===== config.mk =====
export PLATFORM = sky130hd
export DESIGN_NAME = fc_out_writer
export DESIGN_NICKNAME = d
export VERILOG_FILES = /design/src/rtl/fc_out_writer.sv
export SDC_FILE = /design/constraint.sdc
export NUM_CORES = 1
export LEC_CHECK = 0
export BUFFER_PORTS_ARGS = -buffer_cell sky130_fd_sc_hd__buf_2
export CAP_MARGIN = 0
export CORE_MARGIN = 2
export CORE_UTILIZATION = 45
export CTS_BUF_LIST = sky130_fd_sc_hd__clkbuf_4 sky130_fd_sc_hd__clkbuf_8 sky130_fd_sc_hd__clkbuf_16
export DETAILED_ROUTE_END_ITERATION = 12
export HOLD_SLACK_MARGIN = 0.1
export MAX_ROUTING_LAYER = met4
export PLACE_DENSITY_LB_ADDON = 0.05
export SLEW_MARGIN = 10
export SYNTH_ARGS = -nofsm -noshare
export SYNTH_HDL_FRONTEND = slang
export SYNTH_SLANG_ARGS = --single-unit

===== constraint.sdc =====
create_clock -name clock -period 12.75 [get_ports clock]
set_input_delay 2.55 -clock clock [delete_from_list [all_inputs] [get_ports clock]]
set_output_delay 2.55 -clock clock [all_outputs]
set_load 0.03 [all_outputs]

===== src/rtl/fc_out_writer.sv =====
// Post-processes PO accumulator sums (bias, shift, saturate, optional ReLU) and writes them to output RAM.
// Lane k is written 2+k cycles after the accepting edge; bursts arriving while busy are dropped and flagged.
module fc_out_writer #(
    parameter int PO          = 4,
    parameter int ACCUM_WIDTH = 32,
    parameter int DATA_WIDTH  = 16,
    parameter int FRAC_SHIFT  = 8,
    parameter int OUTNEURON   = 64,
    parameter int ADDR_WIDTH  = 6
) (
    input  logic                        clock,
    input  logic                        reset,
    input  logic                        enable,
    input  logic                        accum_valid,
    input  logic [PO*ACCUM_WIDTH-1:0]   accum_data,
    input  logic [PO*DATA_WIDTH-1:0]    bias_data,
    input  logic                        relu_en,
    output logic                        out_wren,
    output logic [ADDR_WIDTH-1:0]       out_addr,
    output logic [DATA_WIDTH-1:0]       out_data,
    output logic                        busy,
    output logic                        done,
    output logic                        overflow_err
);

    localparam int LW = (PO > 1) ? $clog2(PO) : 1;
    localparam int CW = $clog2(OUTNEURON + 1);
    localparam int SW = ACCUM_WIDTH + 1;
    localparam logic signed [SW-1:0] SAT_MAX = {{(SW-DATA_WIDTH+1){1'b0}}, {(DATA_WIDTH-1){1'b1}}};
    localparam logic signed [SW-1:0] SAT_MIN = {{(SW-DATA_WIDTH+1){1'b1}}, {(DATA_WIDTH-1){1'b0}}};

    typedef enum logic [1:0] {IDLE, CALC, WRITE, FIN} state_t;

    state_t state, state_nxt;

    logic [PO*ACCUM_WIDTH-1:0]         acc_q;
    logic [PO*DATA_WIDTH-1:0]          bias_q;
    logic                              relu_q;
    logic [PO-1:0][DATA_WIDTH-1:0]     lane_q;
    logic [PO-1:0][DATA_WIDTH-1:0]     calc_res;
    logic [LW-1:0]                     lane_idx, idx_nxt, next_idx;
    logic [CW-1:0]                     wr_cnt, cnt_nxt;

    logic                              wren_nxt;
    logic [ADDR_WIDTH-1:0]             addr_nxt;
    logic [DATA_WIDTH-1:0]             data_nxt;
    logic                              busy_nxt, done_nxt, ovf_nxt;

    logic start, last_lane, frame_end;

    assign start     = (state == IDLE) && accum_valid && enable;
    assign last_lane = (lane_idx == LW'(PO - 1));
    assign frame_end = (wr_cnt == CW'(OUTNEURON));
    assign next_idx  = lane_idx + 1'b1;

    // Sum is formed one bit wider than the accumulator so the bias add cannot wrap before saturation.
    function automatic logic [DATA_WIDTH-1:0] lane_result(
        input logic [ACCUM_WIDTH-1:0] acc,
        input logic [DATA_WIDTH-1:0]  bias,
        input logic                   relu
    );
        logic signed [SW-1:0]  sum;
        logic signed [SW-1:0]  shifted;
        logic [DATA_WIDTH-1:0] sat;
        sum     = $signed({acc[ACCUM_WIDTH-1], acc})
                + ($signed({{(SW-DATA_WIDTH){bias[DATA_WIDTH-1]}}, bias}) <<< FRAC_SHIFT);
        shifted = sum >>> FRAC_SHIFT;
        if (shifted > SAT_MAX) begin
            sat = SAT_MAX[DATA_WIDTH-1:0];
        end else if (shifted < SAT_MIN) begin
            sat = SAT_MIN[DATA_WIDTH-1:0];
        end else begin
            sat = shifted[DATA_WIDTH-1:0];
        end
        if (relu && sat[DATA_WIDTH-1]) begin
            sat = '0;
        end
        return sat;
    endfunction

    always_comb begin
        calc_res = '0;
        for (int k = 0; k < PO; k++) begin
            calc_res[k] = lane_result(acc_q[k*ACCUM_WIDTH +: ACCUM_WIDTH],
                                      bias_q[k*DATA_WIDTH +: DATA_WIDTH], relu_q);
        end
    end

    always_ff @(posedge clock or posedge reset) begin
        if (reset) begin
            state <= IDLE;
        end else begin
            state <= state_nxt;
        end
    end

    always_comb begin
        state_nxt = state;
        case (state)
            IDLE:    if (start) state_nxt = CALC;
            CALC:    state_nxt = WRITE;
            WRITE:   if (last_lane) state_nxt = frame_end ? FIN : IDLE;
            FIN:     state_nxt = FIN;
            default: state_nxt = IDLE;
        endcase
    end

    // Output values are prepared here and registered, so out_wren lines up exactly with the WRITE state.
    always_comb begin
        wren_nxt = 1'b0;
        addr_nxt = out_addr;
        data_nxt = out_data;
        cnt_nxt  = wr_cnt;
        idx_nxt  = lane_idx;
        ovf_nxt  = overflow_err | (accum_valid && ((state == CALC) || (state == WRITE)));
        case (state)
            CALC: begin
                wren_nxt = 1'b1;
                addr_nxt = ADDR_WIDTH'(wr_cnt);
                data_nxt = calc_res[0];
                cnt_nxt  = wr_cnt + 1'b1;
                idx_nxt  = '0;
            end
            WRITE: begin
                if (!last_lane) begin
                    wren_nxt = 1'b1;
                    addr_nxt = ADDR_WIDTH'(wr_cnt);
                    data_nxt = lane_q[next_idx];
                    cnt_nxt  = wr_cnt + 1'b1;
                    idx_nxt  = next_idx;
                end else if (frame_end) begin
                    cnt_nxt = '0;
                end
            end
            FIN: cnt_nxt = '0;
            default: ;
        endcase
        busy_nxt = (state_nxt == CALC) || (state_nxt == WRITE);
        done_nxt = (state_nxt == FIN);
    end

    always_ff @(posedge clock or posedge reset) begin
        if (reset) begin
            acc_q        <= '0;
            bias_q       <= '0;
            relu_q       <= 1'b0;
            lane_q       <= '0;
            lane_idx     <= '0;
            wr_cnt       <= '0;
            out_wren     <= 1'b0;
            out_addr     <= '0;
            out_data     <= '0;
            busy         <= 1'b0;
            done         <= 1'b0;
            overflow_err <= 1'b0;
        end else begin
            if (start) begin
                acc_q  <= accum_data;
                bias_q <= bias_data;
                relu_q <= relu_en;
            end
            if (state == CALC) begin
                lane_q <= calc_res;
            end
            lane_idx     <= idx_nxt;
            wr_cnt       <= cnt_nxt;
            out_wren     <= wren_nxt;
            out_addr     <= addr_nxt;
            out_data     <= data_nxt;
            busy         <= busy_nxt;
            done         <= done_nxt;
            overflow_err <= ovf_nxt;
        end
    end

endmodule


After elaboration in Yosys (flattened, before gate mapping)
Cells that the tools add are included.
Word-level totals
  flip-flop bits (word level): 294
  logic and storage cells: 85
  input bits: 197
  output and inout bits: 26
Cells by class
  $lt $le $gt $ge: 9
  reductions and logical operators: 14
  multiplexer cells: 29
  add/subtract/negate cells: 6
  equal/unequal tests: 10
  bitwise operators: 1
Operator list (number)
  $mux 16: 14
  $add 32x24->33: 4
  $gt 25x16->1 const B: 4
  $lt 25x16->1 const B: 4
  $bmux 16 s2: 1
  $pmux 16 s2: 1
  $pmux 7 s3: 1
  $mux 7: 2
  $pmux 6 s2: 1
  $eq 2x2->1 const B: 5
  $mux 2: 4
  $pmux 2 s4: 1
  $add 7x1->7 const B: 1
  $eq 7x7->1 const B: 1
  $logic_and 1x1->1: 7
  $mux 6: 1
  $eq 2x1->1 const B: 2
  $pmux 2 s2: 1
  $reduce_and 2->1: 2
  $lt 2x3->1 const B: 1
  $ne 3x3->1 const B: 1
  $reduce_bool 3->1: 1
  $add 2x1->2 const B: 1
  $logic_not 2->1: 1
  6 further kinds: 7

Logic depth before layout (Yosys ltp)
Gate-level depths: netlist of the first run.
  word-level depth: 7
  depth in mapped cells: 13
  gate-level depth less buffers: 12

Worst setup path before layout of the first run
No wires, ideal clock.
  path type: input to register
  start: input enable
  end: register busy
  data required time: 12624 ps
  cell stages on the path: 7
  library setup time: 126 ps
  data arrival time: 4056 ps
  setup slack: 8568 ps
  path buffers: 3
  path through: nand3_1 clkbuf_1 clkbuf_1 clkbuf_1 a21oi_1 o32a_1 ha_1
Between the ends
  longest elaborated chain between the ends: 5
  elaborated cells on any way between the ends: 6
  classes of those cells: eq/ne (2); mux (2); reduce/logical (2)
RTL lines
  start: declaration: RTL line 13  | input logic enable,
  $logic_and 1x1->1 (*): RTL line 51  | assign start = (state == IDLE) && accum_valid && enable;
  $mux 2 (*): RTL line 100  | IDLE: if (start) state_nxt = CALC;
  $pmux 2 s4 (*): RTL line 99  | case (state)
  via state_nxt[0]: RTL line 34  | state_t state, state_nxt;
  $eq 2x1->1 / $eq 2x2->1 (equally long branches): RTL line 138  | busy_nxt = (state_nxt == CALC) || (state_nxt == WRITE);
  $logic_or 1x1->1 (*): RTL line 138
  via busy_nxt: RTL line 47  | logic busy_nxt, done_nxt, ovf_nxt;
  end signal: assignment: RTL line 170  | busy <= busy_nxt;
  end: declaration: RTL line 21  | output logic busy,
Mark *: on every way through the listed nets, which the timed path passes. The rest lies on a longest branch.
A chain may end at the register's enable or synchronous reset.

Worst setup path in the final report of the first run
  start: input accum_valid
  end: register bias_q[53]
Between the ends
  longest elaborated chain between the ends: 2
RTL lines
  start: declaration: RTL line 14  | input logic accum_valid,
  $logic_and 1x1->1 (2 in a row): RTL line 51
  end signal: assignment: RTL line 159  | bias_q <= bias_data;
  end: declaration: RTL line 37  | logic [PO*DATA_WIDTH-1:0] bias_q;
Every way passes these cells.

==> out/qor.yml, run 1 <==
status: "finished, final reports clean"
antenna_found_initial: 0
grt_max_degree: 155
cts_root_buffer: "clkbuf_16"
synth_cells: 1524
fin_setup_tns_ns: 0
cts_sinks: 262
slew_headroom_pct: 21.6
place_ws_ns: 7.64
ctsResizeCount: 0
place_congestion: 0.864
grtUsageTotal_pct: 21.9
setup_slack_ns: 8.33
path_clk_slew_ns: 0.06
numCtsBuffers: 30
areaGrowthSynthToFinish_pct: 15.1
synth_fa_ha_area_share_pct: 8.73
synthesis.area_um2: 16000
drv_cap: 0
syn_nets: 1830
synth_edf_count: 0
yosys_warnings: 0
core_area_um2: 34700
finalInstanceArea_um2: 18400
grt_pass1_wl_um: 63800
fillers: 3183
syn-mean-instance-area_um2: 10.5
dpl_cell_area_um2: 17300
synth-seq-cells: 262
arrival_ns: 4.88
die_area_um2: 37000
worst_pin_slew_ns: 1.17
synth-xor-area-share_pct: 3.79
synth_largest_area_cell: "dfrtp_1"
io_pins: 223
post_cts_buffers: 0
hold_slack_ns: 0.451
synth_top_flop_cell: "dfrtp_1"
synth_cell_type_count: 85
yosys.area_share.simple_pct: 11.2
drc: 0
setup_viol: 0
synth.mux.area_fraction_pct: 14.5
die_h_um: 192
clk_latency_ns: 0.58
yosys.area.top_type_share_pct: 41.1
die_w_um: 192
drt_first_pass_iters: 5
ys_seq_area_share_pct: 41.1
antennaDiodeCount: 0
cts_htree_levels: 1
synth_top_family_by_area: "compound AO/OA/AOI/OAI gates"
finClkSkew_ns: 0.0223
yosys-top-cells-area: "dfrtp_1, mux2_2, ha_1"
via_per_inst: 5.66
hold_violations: 0
final_layout_size_suffix_gt1_share_pct: 27.6
grt_pass1_vias: 12300
critPathLaunchType: "primary input"
num_vias: 12300
hold_buffers: 0
initial_core_util_pct: 46.0
crit_type: "primary input to flip-flop"
ys_async_sr_fraction_pct: 100
portBuffers: 190
synth-compound-area-share_pct: 18.3
post-route-min-period_ns: 4.42
required_ns: 13.21
grt_overflow: 0
wirelength_um: 38300
critPathMaxFanout: 89
postRouteAntennaNets: 0
cts_tree: "done"
max_freq_mhz: 226
cts_buffer_depth: 3
finalCritPeriodShare_pct: 34.7
wl_per_cell_um: 17.7
drv_slew: 0
drtIter0Drc: 684
finalNetCount: 1996
dpl.hpwl_um: 28600
min_path_type: "flip-flop to flip-flop"
rsz0062_at_grt: "false"
fp-row-count: 68
critPathCaptureType: "flip-flop"
## routing by layer
layer	vias to the layer above	track usage [%]	wire length, µm
li1	6010	-	-
met1	5935	30.4	18000
met2	274	34.6	17700
met3	49	2.69	1720
met4	0	4.70	807
met5	-	-	0
## cell families after synthesis
logic type | count (synthesis)
AOI/OAI and AO/OA | 430
xor gates and xnor gates | 69
adders and majority gates | 109
buffers and inverters | 93
DFF | 262
muxes | 190
and+or+nand+nor | 371
## stage by stage
step                utilization, %  std cells
floorplan                        -       1524
global placement              49.8       2113
detailed placement            49.8       2113
CTS                           52.9       2168
global route                  52.9       2168
finish                        52.9       2168
## synth_stat cells, drive strengths merged, types with 4 or more instances
cell type	n
mux2	167
dfrtp	262
o21a	13
a22oi	20
xor2	34
a21boi	5
o2bb2ai	25
nor3	18
mux4	16
o31ai	8
a31o	6
o211ai	12
and2	10
a2111oi	4
a221oi	4
and3	11
and4	7
inv	28
clkbuf	52
a31oi	12
a21oi	128
nor4	5
or3	12
xnor2	35
nor3b	4
nand2	122
nor2	103
o22ai	24
o21bai	8
nand2b	11
mux2i	7
fa	4
o41ai	4
nor2b	13
buf	11
nand3	26
ha	105
a21o	48
o21ai	66
nand4	15
a211oi	15
o2111ai	5
## layout make-up
type | instances | area (µm²) | area share, %
Tap cell | 455 | 569 | 3.10
Inverter | 30 | 120 | 0.654
Timing Repair Buffer | 197 | 1020 | 5.53
Clock buffer | 39 | 856 | 4.66
Clock inverter | 16 | 225 | 1.23
Sequential cell | 262 | 6560 | 35.7
Multi-Input combinational cell | 1169 | 9030 | 49.1
## placed cells by master (no fill, tap or decap), types with 27 or more instances in the layout
master	Yosys	routed
a21o_1	48	48
a21oi_1	127	127
buf_2	6	190
clkbuf_16	0	30
dfrtp_1	262	262
ha_1	105	105
inv_1	28	27
mux2_2	166	166
nand2_1	122	122
nor2_1	101	101
o21ai_0	56	56
xnor2_1	35	35
xor2_1	34	34
## sequential cells by signal, indices dropped and copies added (netlist names)
signal        flops
acc_q            96
bias_q           64
busy              1
done              1
lane_idx          2
lane_q           64
out_addr          6
out_data         16
out_wren          1
overflow_err      1
relu_q            1
state             2
wr_cnt            7
## path summary, 6_finish.rpt
path,startpoint,endpoint,slack [ns],cells after the start
hold reg to reg,overflow_err,overflow_err,0.45,1
min in group asynchronous,reset,acc_q[86],2.12,2
hold / removal,overflow_err,overflow_err,0.45,1
max in group asynchronous,reset,wr_cnt[5],9.27,3
setup / recovery,accum_valid,bias_q[53],8.33,5
setup reg to reg,bias_q[31],lane_q[28],8.65,11
## critical path: stages
cell     delay, ns
buf_2         0.12
nand3_4       0.06
buf_4         0.79
buf_4         0.83
mux2_2        0.41
Power of run 1 is not shown: default switching activity piles up to over one toggle a cycle in this logic, so the estimate is an artifact.
==> run 2, diff against run 1 <==
clock period = 4.5 ns   (was 12.75 ns; I/O delays follow)
==> run 2 against run 1 <==
Against the previous run: first-iteration DRC count decreased by 11%; core utilization about the same; routed wire length increased by 1.8%; critical path depth increased by 7; setup slack got worse by 7.7 ns; sequential cell count unchanged; global-route usage increased by 0.082 points; critical endpoint is now lane_q[44].
==> out/qor.yml, run 2 (synthesized netlist as in run 1, its figures left out) <==
num_vias: 12300
areaGrowthSynthToFinish_pct: 15.2
path_clk_slew_ns: 0.06
initial_core_util_pct: 46.0
cts_root_buffer: "clkbuf_16"
crit_type: "flip-flop to flip-flop"
place_congestion: 0.881
critPathCaptureType: "flip-flop"
seqCellArea_um2: 6560
finalNetCount: 2004
rsz0062_at_grt: "false"
cp_cell_sequence: "ha_1 > fa_1 > a211oi_2 > o211ai_2 > a41oi_2 > a21oi_1 > nor3_1 > nor2_1 > or3_1 > or4_4 > o21ai_4 > a22oi_1"
wirelength_um: 39000
final_layout_size_suffix_gt1_share_pct: 28.0
clk_latency_ns: 0.57
final_cell_mix: "dfrtp_1, buf_2, mux2_2"
cts_buffer_depth: 3
drt_first_pass_iters: 5
antenna_found_initial: 0
cts_tree: "done"
slew_headroom_pct: 20.2
via_per_inst: 5.64
drv_cap: 0
fin_setup_tns_ns: 0
worst_pin_slew_ns: 1.19
cp_top_family: "compound AO/OA/AOI/OAI gates"
numCtsBuffers: 31
dpl.hpwl_um: 29000
largest_reg_flops: 96
critPathMaxFanout: 15
cts_htree_levels: 1
arrival_ns: 4.29
hold_violations: 0
path_buf_inv: 0
min_path_type: "primary input to async pin"
setup_viol: 0
io_pins: 223
grt_pass1_wl_um: 63800
die_w_um: 192
grtUsageTotal_pct: 22.0
setup_slack_ns: 0.638
drc: 0
post_cts_buffers: 0
required_ns: 4.92
fp-row-count: 68
top_register: "acc_q"
drv_slew: 0
multiInputGateArea_um2: 9040
fillers: 3200
max_freq_mhz: 259
drtIter0Drc: 607
crit_path_top_delay_cell: "or4_4"
mostFrequentLayoutCell: "dfrtp_1"
portBuffers: 190
core_area_um2: 34700
ctsResizeCount: 0
cts_sinks: 262
antennaDiodeCount: 0
critPathMaxStageDelay_ns: 0.49
postRouteAntennaNets: 0
finalCritPeriodShare_pct: 85.8
grt_overflow: 0
grt_pass1_vias: 12300
grt_max_degree: 99
critPathLaunchType: "flip-flop"
largestRegisters: "acc_q x96, bias_q x64, lane_q x64"
status: "finished, final reports clean"
place_ws_ns: 0.579
die_h_um: 192
wl_per_cell_um: 17.9
hold_buffers: 0
post-route-min-period_ns: 3.86
finClkSkew_ns: 0.0101
die_area_um2: 37000
run 2: per-stage QoR:
stage / util, % / hold WS, ns / area (µm²) / instances
detailed placement: 50.0 / 0.442 / 17400 / 2120
global route: 53.0 / 0.458 / 18400 / 2175
finish: 53.0 / 0.431 / 18400 / 2175
floorplan: - / 0.437 / 16000 / 1524
CTS: 53.0 / 0.426 / 18400 / 2175
global placement: 50.0 / 0.434 / 17400 / 2120
run 2: worst paths after layout:
check                             startpoint      endpoint  slack (ns)  cells after the start
max in group asynchronous              reset    acc_q[121]        3.14                      3
worst max register to register     acc_q[72]    lane_q[44]        0.64                     12
min in group clock              overflow_err  overflow_err        0.45                      1
worst min-delay path                   reset     acc_q[54]        0.43                      2
worst max-delay path               acc_q[72]    lane_q[44]        0.64                     12
worst min register to register  overflow_err  overflow_err        0.45                      1
run 2: routing by layer:
layer	vias to the layer above	track usage [%]	wire length [µm]
li1	6009	-	-
met1	5964	30.2	18300
met2	244	34.5	18000
met3	52	3.22	1780
met4	0	5.23	860
met5	-	-	0
run 2: layout make-up:
type | count | area share [%]
clock buffers | 49 | 5.33
clock inverters | 6 | 0.197
inverters | 30 | 0.633
multi-input cells | 1169 | 49.1
flip-flops and latches | 262 | 35.7
well taps | 455 | 3.10
repair buffers | 204 | 5.95
Power of run 2 is left out for the same reason.
